===== src/rtl/cv32e40p_apu_core_pkg.sv =====
// rtl/cv32e40p_apu_core_pkg.sv - APU interface width constants shared with the core
package cv32e40p_apu_core_pkg;

    localparam int APU_NARGS_CPU    = 3;
    localparam int APU_WOP_CPU      = 6;
    localparam int APU_NDSFLAGS_CPU = 15;
    localparam int APU_NUSFLAGS_CPU = 5;

endpackage


===== src/rtl/cv32e40n_apu_resp_pkg.sv =====
// rtl/cv32e40n_apu_resp_pkg.sv - op encoding, FIFO entry type and result function for the APU responder
package cv32e40n_apu_resp_pkg;
    import cv32e40p_apu_core_pkg::*;

    localparam int APU_RESP_CNT_W = 8;

    typedef enum logic [APU_WOP_CPU-1:0] {
        APU_OP_ADD  = 6'd0,
        APU_OP_SUB  = 6'd1,
        APU_OP_XOR  = 6'd2,
        APU_OP_PASS = 6'd3
    } apu_resp_op_e;

    typedef struct packed {
        logic [31:0]                 result;
        logic [APU_NUSFLAGS_CPU-1:0] flags;
        logic [APU_RESP_CNT_W-1:0]   cnt;
    } apu_resp_entry_t;

    function automatic logic [31:0] apu_resp_compute(
        input logic [APU_WOP_CPU-1:0] op,
        input logic [31:0]            op_a,
        input logic [31:0]            op_b
    );
        logic [31:0] res;
        res = '0;
        case (apu_resp_op_e'(op))
            APU_OP_ADD:  res = op_a + op_b;
            APU_OP_SUB:  res = op_a - op_b;
            APU_OP_XOR:  res = op_a ^ op_b;
            APU_OP_PASS: res = op_a;
            default:     res = '0;
        endcase
        return res;
    endfunction

endpackage


===== src/rtl/cv32e40n_apu_resp_fifo.sv =====
// rtl/cv32e40n_apu_resp_fifo.sv - in-order result FIFO with a per-entry latency countdown
module cv32e40n_apu_resp_fifo
    import cv32e40n_apu_resp_pkg::*;
#(
    parameter int DEPTH = 2,
    localparam int CW   = $clog2(DEPTH + 1)
) (
    input  logic            clk_i,
    input  logic            rst_ni,
    input  logic            push_i,
    input  apu_resp_entry_t push_entry_i,
    input  logic            pop_i,
    output logic            head_due_o,
    output apu_resp_entry_t head_entry_o,
    output logic [CW-1:0]   count_o
);

    localparam int PW = (DEPTH > 1) ? $clog2(DEPTH) : 1;

    apu_resp_entry_t mem_q [DEPTH];
    apu_resp_entry_t mem_d [DEPTH];
    logic [PW-1:0]   wr_ptr_q, wr_ptr_d;
    logic [PW-1:0]   rd_ptr_q, rd_ptr_d;
    logic [CW-1:0]   count_q, count_d;

    function automatic logic [PW-1:0] ptr_next(input logic [PW-1:0] ptr);
        return (ptr == PW'(DEPTH - 1)) ? '0 : ptr + PW'(1);
    endfunction

    assign head_entry_o = mem_q[rd_ptr_q];
    assign head_due_o   = (count_q != '0) && (mem_q[rd_ptr_q].cnt == '0);
    assign count_o      = count_q;

    always_comb begin
        mem_d    = mem_q;
        wr_ptr_d = wr_ptr_q;
        rd_ptr_d = rd_ptr_q;
        count_d  = count_q;
        // Stale slots saturate at zero, so ticking every slot is equivalent to ticking valid ones.
        for (int i = 0; i < DEPTH; i++) begin
            if (mem_q[i].cnt != '0) begin
                mem_d[i].cnt = mem_q[i].cnt - APU_RESP_CNT_W'(1);
            end
        end
        if (push_i) begin
            mem_d[wr_ptr_q] = push_entry_i;
            wr_ptr_d        = ptr_next(wr_ptr_q);
        end
        if (pop_i) begin
            rd_ptr_d = ptr_next(rd_ptr_q);
        end
        case ({push_i, pop_i})
            2'b10:   count_d = count_q + CW'(1);
            2'b01:   count_d = count_q - CW'(1);
            default: count_d = count_q;
        endcase
    end

    always_ff @(posedge clk_i) begin
        if (!rst_ni) begin
            for (int i = 0; i < DEPTH; i++) begin
                mem_q[i] <= '0;
            end
            wr_ptr_q <= '0;
            rd_ptr_q <= '0;
            count_q  <= '0;
        end else begin
            mem_q    <= mem_d;
            wr_ptr_q <= wr_ptr_d;
            rd_ptr_q <= rd_ptr_d;
            count_q  <= count_d;
        end
    end

endmodule


===== src/rtl/cv32e40n_apu_responder.sv =====
// rtl/cv32e40n_apu_responder.sv - fixed-latency APU responder; optional grant stalls via CV32E40N_APU_RESP_STALL_EN
module cv32e40n_apu_responder
    import cv32e40p_apu_core_pkg::*;
    import cv32e40n_apu_resp_pkg::*;
#(
    parameter int LATENCY      = 1,
    parameter int DEPTH        = 2,
    parameter int STALL_PERIOD = 4
) (
    input  logic                                clk_i,
    input  logic                                rst_ni,
    input  logic [APU_NARGS_CPU-1:0][31:0]      apu_operands_i,
    input  logic [APU_WOP_CPU-1:0]              apu_op_i,
    input  logic [APU_NDSFLAGS_CPU-1:0]         apu_flags_i,
    input  logic                                apu_req_i,
    output logic                                apu_gnt_o,
    output logic                                apu_rvalid_o,
    output logic [31:0]                         apu_result_o,
    output logic [APU_NUSFLAGS_CPU-1:0]         apu_flags_o
);

    localparam int CW = $clog2(DEPTH + 1);

    logic            head_due;
    apu_resp_entry_t head_entry;
    apu_resp_entry_t push_entry;
    logic [CW-1:0]   count;
    logic            accept;
    logic            stall;
    logic            unused_inputs;

    assign unused_inputs = ^{apu_flags_i, apu_operands_i, head_entry.cnt};

`ifdef CV32E40N_APU_RESP_STALL_EN
    localparam int SW = $clog2(STALL_PERIOD);

    logic [SW-1:0] stall_cnt_q, stall_cnt_d;

    always_comb begin
        stall_cnt_d = (stall_cnt_q == SW'(STALL_PERIOD - 1)) ? '0 : stall_cnt_q + SW'(1);
    end

    always_ff @(posedge clk_i) begin
        if (!rst_ni) begin
            stall_cnt_q <= '0;
        end else begin
            stall_cnt_q <= stall_cnt_d;
        end
    end

    assign stall = (stall_cnt_q == SW'(STALL_PERIOD - 1));
`else
    assign stall = 1'b0;
`endif

    // Outputs are masked by rst_ni so the reset cycle itself presents an idle interface.
    always_comb begin
        apu_gnt_o    = rst_ni && !stall && ((count < CW'(DEPTH)) || head_due);
        accept       = apu_req_i && apu_gnt_o;
        apu_rvalid_o = rst_ni && head_due;
        apu_result_o = apu_rvalid_o ? head_entry.result : '0;
        apu_flags_o  = apu_rvalid_o ? head_entry.flags : '0;

        push_entry          = '0;
        push_entry.result   = apu_resp_compute(apu_op_i, apu_operands_i[0], apu_operands_i[1]);
        push_entry.flags[0] = (push_entry.result == '0);
        push_entry.cnt      = APU_RESP_CNT_W'(LATENCY - 1);
    end

    cv32e40n_apu_resp_fifo #(
        .DEPTH (DEPTH)
    ) u_fifo (
        .clk_i        (clk_i),
        .rst_ni       (rst_ni),
        .push_i       (accept),
        .push_entry_i (push_entry),
        .pop_i        (head_due),
        .head_due_o   (head_due),
        .head_entry_o (head_entry),
        .count_o      (count)
    );

endmodule


===== config.mk =====
export PLATFORM = sky130hd
export DESIGN_NAME = cv32e40n_apu_responder
export DESIGN_NICKNAME = d
export VERILOG_FILES = /design/src/rtl/cv32e40p_apu_core_pkg.sv /design/src/rtl/cv32e40n_apu_resp_pkg.sv /design/src/rtl/cv32e40n_apu_resp_fifo.sv /design/src/rtl/cv32e40n_apu_responder.sv
export SDC_FILE = /design/constraint.sdc
export NUM_CORES = 1
export LEC_CHECK = 0
export BUFFER_PORTS_ARGS = -buffer_cell sky130_fd_sc_hd__clkbuf_2
export CAP_MARGIN = 20
export CORE_MARGIN = 3
export CORE_UTILIZATION = 60
export CTS_BUF_LIST = sky130_fd_sc_hd__clkbuf_16
export DETAILED_ROUTE_END_ITERATION = 8
export HOLD_SLACK_MARGIN = 0.06
export PLACE_DENSITY = 0.87
export SYNTH_ARGS = -nofsm -noshare
export SYNTH_HDL_FRONTEND = slang
export SYNTH_SLANG_ARGS = --single-unit

===== constraint.sdc =====
create_clock -name clk_i -period 13.5 [get_ports clk_i]
set_input_delay 2.7 -clock clk_i [delete_from_list [all_inputs] [get_ports clk_i]]
set_output_delay 2.7 -clock clk_i [all_outputs]
set_load 0.1 [all_outputs]

==> impl_table.tex <==
\begin{tabular}{lr}
\hline
Metric & Value \\
\hline
\multicolumn{2}{l}{\textbf{Run status}} \\
Result of the run & finished clean \\
\multicolumn{2}{l}{\textbf{Synth}} \\
Synthesized-area fraction occupied by adder cells & 6.700\% \\
Share of synthesized area spent on multiplexers & 5.016\% \\
Count of cell types in the netlist & 69 \\
Post-synthesis share of cell area spent on and, or, nand and nor gates & 26.16\% \\
Synthesized flop and latch total & 86 \\
Synth Cell Area & 0.007208 sq mm \\
Synth async-reset ratio & 0\% \\
Most instantiated flip-flop cell in the synthesis netlist & sky130\_fd\_sc\_hd\_\_dfxtp\_1 \\
Top cells by area in the synthesized netlist & sky130\_fd\_sc\_hd\_\_dfxtp\_1 24\%, sky130\_fd\_sc\_hd\_\_xnor2\_1 8.3\%, sky130\_fd\_sc\_hd\_\_ha\_1 6.4\%, sky130\_fd\_sc\_hd\_\_o21ai\_0 6.0\%, sky130\_fd\_sc\_hd\_\_nand3\_1 5.3\% \\
Xor and xnor fraction of the mapped netlist area & 12.13\% \\
Post-synth EDFFs & 0 \\
Synth Area in Compound Gates & 21.35\% \\
Fraction of the yosys area taken by sequential cells & 23.88\% \\
Yosys Warn Count & 0 \\
Share of Yosys cell area claimed by the top area cell type & 23.88\% \\
Syn avg cell area & 7.446 sq um \\
Number of standard cells after synthesis & 968 \\
Yosys top cell by area & sky130\_fd\_sc\_hd\_\_dfxtp\_1 \\
Main combinational cell family by area after synthesis & simple AND/OR/NAND/NOR gates \\
\multicolumn{2}{l}{\textbf{Cells and area}} \\
Most common cell after layout, fill and taps aside & sky130\_fd\_sc\_hd\_\_clkbuf\_2 \\
Leading cell types in the layout, fill and taps excluded & 107 x sky130\_fd\_sc\_hd\_\_clkbuf\_2, 102 x sky130\_fd\_sc\_hd\_\_nor2\_1, 87 x sky130\_fd\_sc\_hd\_\_o21ai\_0 \\
Net count, final & 1,188 \\
Share of layout cells above drive strength 1 & 13.65\% \\
Ant diodes & 0 \\
P\&R area growth vs syn & 10.95\% \\
\multicolumn{2}{l}{\textbf{Power}} \\
Static power due to leakage & 3.120 nW \\
Total power density per cell area & 114.6 mW/mm\^{}2 \\
Largest vdd supply drop & 0.00006478 V \\
Sw power & 351.2 uW \\
Internal & 564.9 uW \\
Sequential fraction of design power & 35.9\% \\
Switching Fraction & 38.34\% \\
Clock network power share & 23.1\% \\
Share of power burned in combinational logic & 41.0\% \\
\multicolumn{2}{l}{\textbf{Clock tree}} \\
Insertion delay to the later sink of the worst-skew pair & 0.33 ns \\
Post-CTS repair timing setup buffer count & 0 \\
TritonCTS sink count & 86 \\
Clock buffers created by TritonCTS & 9 \\
Maximum level of the CTS H-tree & 3 \\
Clock Tree Buf Depth & 2 \\
Clock edge transition at the registers on the reported setup and hold paths & 0.06 ns \\
Count of instances resized after the clock tree is built & 0 \\
CTS tree & yes \\
Number of hold-repair buffers added at the cts stage & 0 \\
Library cell used as clock root buffer & sky130\_fd\_sc\_hd\_\_clkbuf\_16 \\
\multicolumn{2}{l}{\textbf{Detailed routing}} \\
Antenna-violating nets left & 0 \\
Routed len/inst & 15.81 microns \\
DR pass1 iterations & 5 \\
1st-iter DRT viols & 670 \\
Aggregate routed wire length & 18,600 microns \\
Via count & 7,115 \\
Via density per instance & 6.050 \\
Number of remaining DRC errors & 0 \\
\multicolumn{2}{l}{\textbf{Global route}} \\
Overall Global Routing Usage & 27.65\% \\
Global route overflow & 0 \\
Pin count of the biggest net entering global routing & 77 \\
First-pass GRT wire length & 30,570 microns \\
Initial antenna violation count & 0 \\
Vias in the first global route & 6,416 \\
\multicolumn{2}{l}{\textbf{Timing}} \\
Final number of hold-violating endpoints & 0 \\
Maximum clock skew at final layout & 0.004280 ns \\
F\_max & 122.1 MHz \\
Sum of negative setup slack & 0 ns \\
Worst slew slack as a fraction of its limit & 24.63\% \\
\# setup viols final & 0 \\
Post-route clock period utilization & 60.69\% \\
Minimum period implied by the final worst setup slack & 8.193 ns \\
Worst hold slack & 0.4578 ns \\
Worst Max-Slew Pin Slew & 1.131 ns \\
Number of pins exceeding their max-slew limit in the final report & 0 \\
Setup repair after global routing missed its margin & no \\
\multicolumn{2}{l}{\textbf{Die}} \\
Total core area & 0.01156 sq mm \\
DIE WIDTH & 115.6 microns \\
Area of the die & 0.01336 sq mm \\
IO Pins & 159 \\
DIE HEIGHT & 115.6 microns \\
Placement Rows & 39 \\
Initial core utilization & 62.33\% \\
\multicolumn{2}{l}{\textbf{Worst setup path}} \\
Critical Path RT & 13.74 ns \\
Cell breakdown of the critical path & clkbuf\_2 -> or4\_1 -> nor2\_1 -> buf\_4 -> nand2\_1 -> o21ai\_0 -> inv\_1 -> ha\_1 -> nor2b\_1 -> o2111ai\_1 -> a21oi\_1 -> a31oi\_1 -> o41ai\_1 -> a21oi\_1 -> xnor2\_2 -> a2111oi\_1 -> nand4\_2 -> o31ai\_1 \\
Critical Path Fanout Max & 21 \\
Family with the most delay on the worst path & compound AO/OA/AOI/OAI gates \\
CP most frequent cell & sky130\_fd\_sc\_hd\_\_a21oi\_1 \\
Critical-path top delay cell & sky130\_fd\_sc\_hd\_\_o41ai\_1 \\
Critical path data arrival time & 8.43 ns \\
CP Class & in2reg \\
Critical Path End Type & flop \\
Max incr delay on CP & 0.81 ns \\
Crit start category & input port \\
Combined buffer and inverter count along the critical path & 3 \\
\multicolumn{2}{l}{\textbf{Placement}} \\
Post-DP HPWL & 13,840 microns \\
Routability congestion estimate & 0.9736 \\
Number of port buffers & 107 \\
\multicolumn{2}{l}{\textbf{Run}} \\
Count of max-cap constraint violations & 0 \\
\multicolumn{2}{l}{\textbf{Hold path}} \\
Worst min path class & reg2reg \\
\hline
\end{tabular}
logic make-up (layout without fill, tap and decap cells):
group                    Yosys count  in the layout
AO/OA/AOI/OAI                    247            247
XOR/XNOR                          99             99
adder cells (fa/ha/maj)           38             38
buffers and inverters             86            148
flip-flops                        86             86
multiplexers                      36             36
other                              1              4
AND/OR/NAND/NOR                  375            375
final timing paths:
kind,from,endpoint,slack (ns),cells past startpoint
max reg2reg,u_fifo.mem_q[47]$_SDFF_PN0_,u_fifo.mem_q[47]$_SDFF_PN0_,10.44,10
min reg2reg,u_fifo.mem_q[60]$_SDFFE_PN0P_,u_fifo.mem_q[60]$_SDFFE_PN0P_,0.46,2
min,u_fifo.mem_q[60]$_SDFFE_PN0P_,u_fifo.mem_q[60]$_SDFFE_PN0P_,0.46,2
max,apu_op_i[3],u_fifo.mem_q[8]$_SDFFE_PN0P_,5.31,18
metal layers:
layer  routed length, microns  up-vias  part of all wire (%)  track usage (%)
met4                      254        0                   1.4            6.886
met2                     8359      254                    45            43.83
met3                     1162       21                   6.2            2.924
met5                        0        -                     0                0
met1                     8818     3261                    47            40.35
li1                         -     3579                     -                -
synthesized netlist by cell type, types with 4 or more instances:
cell / count
sky130_fd_sc_hd__a211oi_1: 9
sky130_fd_sc_hd__a21boi_0: 7
sky130_fd_sc_hd__a21o_1: 8
sky130_fd_sc_hd__a21oi_1: 51
sky130_fd_sc_hd__a31oi_1: 9
sky130_fd_sc_hd__and2_1: 4
sky130_fd_sc_hd__and3_1: 7
sky130_fd_sc_hd__and4_1: 4
sky130_fd_sc_hd__buf_1: 6
sky130_fd_sc_hd__buf_4: 4
sky130_fd_sc_hd__clkbuf_1: 54
sky130_fd_sc_hd__dfxtp_1: 86
sky130_fd_sc_hd__ha_1: 37
sky130_fd_sc_hd__inv_1: 21
sky130_fd_sc_hd__mux2i_1: 35
sky130_fd_sc_hd__nand2_1: 61
sky130_fd_sc_hd__nand2b_1: 15
sky130_fd_sc_hd__nand3_1: 77
sky130_fd_sc_hd__nand4_1: 9
sky130_fd_sc_hd__nor2_1: 102
sky130_fd_sc_hd__nor2b_1: 32
sky130_fd_sc_hd__nor3_1: 20
sky130_fd_sc_hd__nor4_1: 6
sky130_fd_sc_hd__o211ai_1: 12
sky130_fd_sc_hd__o21a_1: 7
sky130_fd_sc_hd__o21ai_0: 87
sky130_fd_sc_hd__o21ai_1: 8
sky130_fd_sc_hd__o31ai_1: 12
sky130_fd_sc_hd__o41ai_1: 4
sky130_fd_sc_hd__or3_1: 14
sky130_fd_sc_hd__or4_1: 4
sky130_fd_sc_hd__xnor2_1: 68
sky130_fd_sc_hd__xor2_1: 30
flip-flops by register name, summed over array words and instances, names as in the netlist:
| name | flops |
|---|---|
| u_fifo.rd_ptr_q | 1 |
| u_fifo.wr_ptr_q | 1 |
| u_fifo.mem_q | 82 |
| u_fifo.count_o | 2 |
worst min-delay path, delay by kind of cell, from the launching register on:
family	cells	cell delay, ns
AOI/OAI and AO/OA	1	0.05
DFF	1	0.31
and+or+nand+nor	1	0.06
final cells by class:
cell class,count,area [sq um]
multi-input combinational,799,5170
fill,1023,3567
sequential,86,1723
timing repair buffer,113,600.6
clock buffer,9,225.2
tap,143,178.9
inverter,21,78.83
clock inverter,5,21.27
power by group through the flow:
stage,combinational (mW),clock (mW),sequential [mW]
finish,0.375,0.212,0.329
global route,0.419,0.226,0.333
CTS,0.367,0.213,0.328
detailed placement,0.362,0,0.333
global placement,0.352,0,0.331
floorplan,0.308,0,0.308
through the flow:
step	cells	total power, mW	cell area (sq um)	utilization (%)	setup WS [ns]
after CTS	1174	0.9087	7963	68.85	5.364
after global placement	1160	0.6836	7716	66.72	5.084
after detailed placement	1160	0.6954	7716	66.72	5.034
final	1176	0.9161	7998	69.16	5.307
after floorplan	971	0.6158	7219	-	6.382
after global routing	1176	0.9775	7998	69.16	4.934
Note: power is estimated with default switching activity, not from simulation.
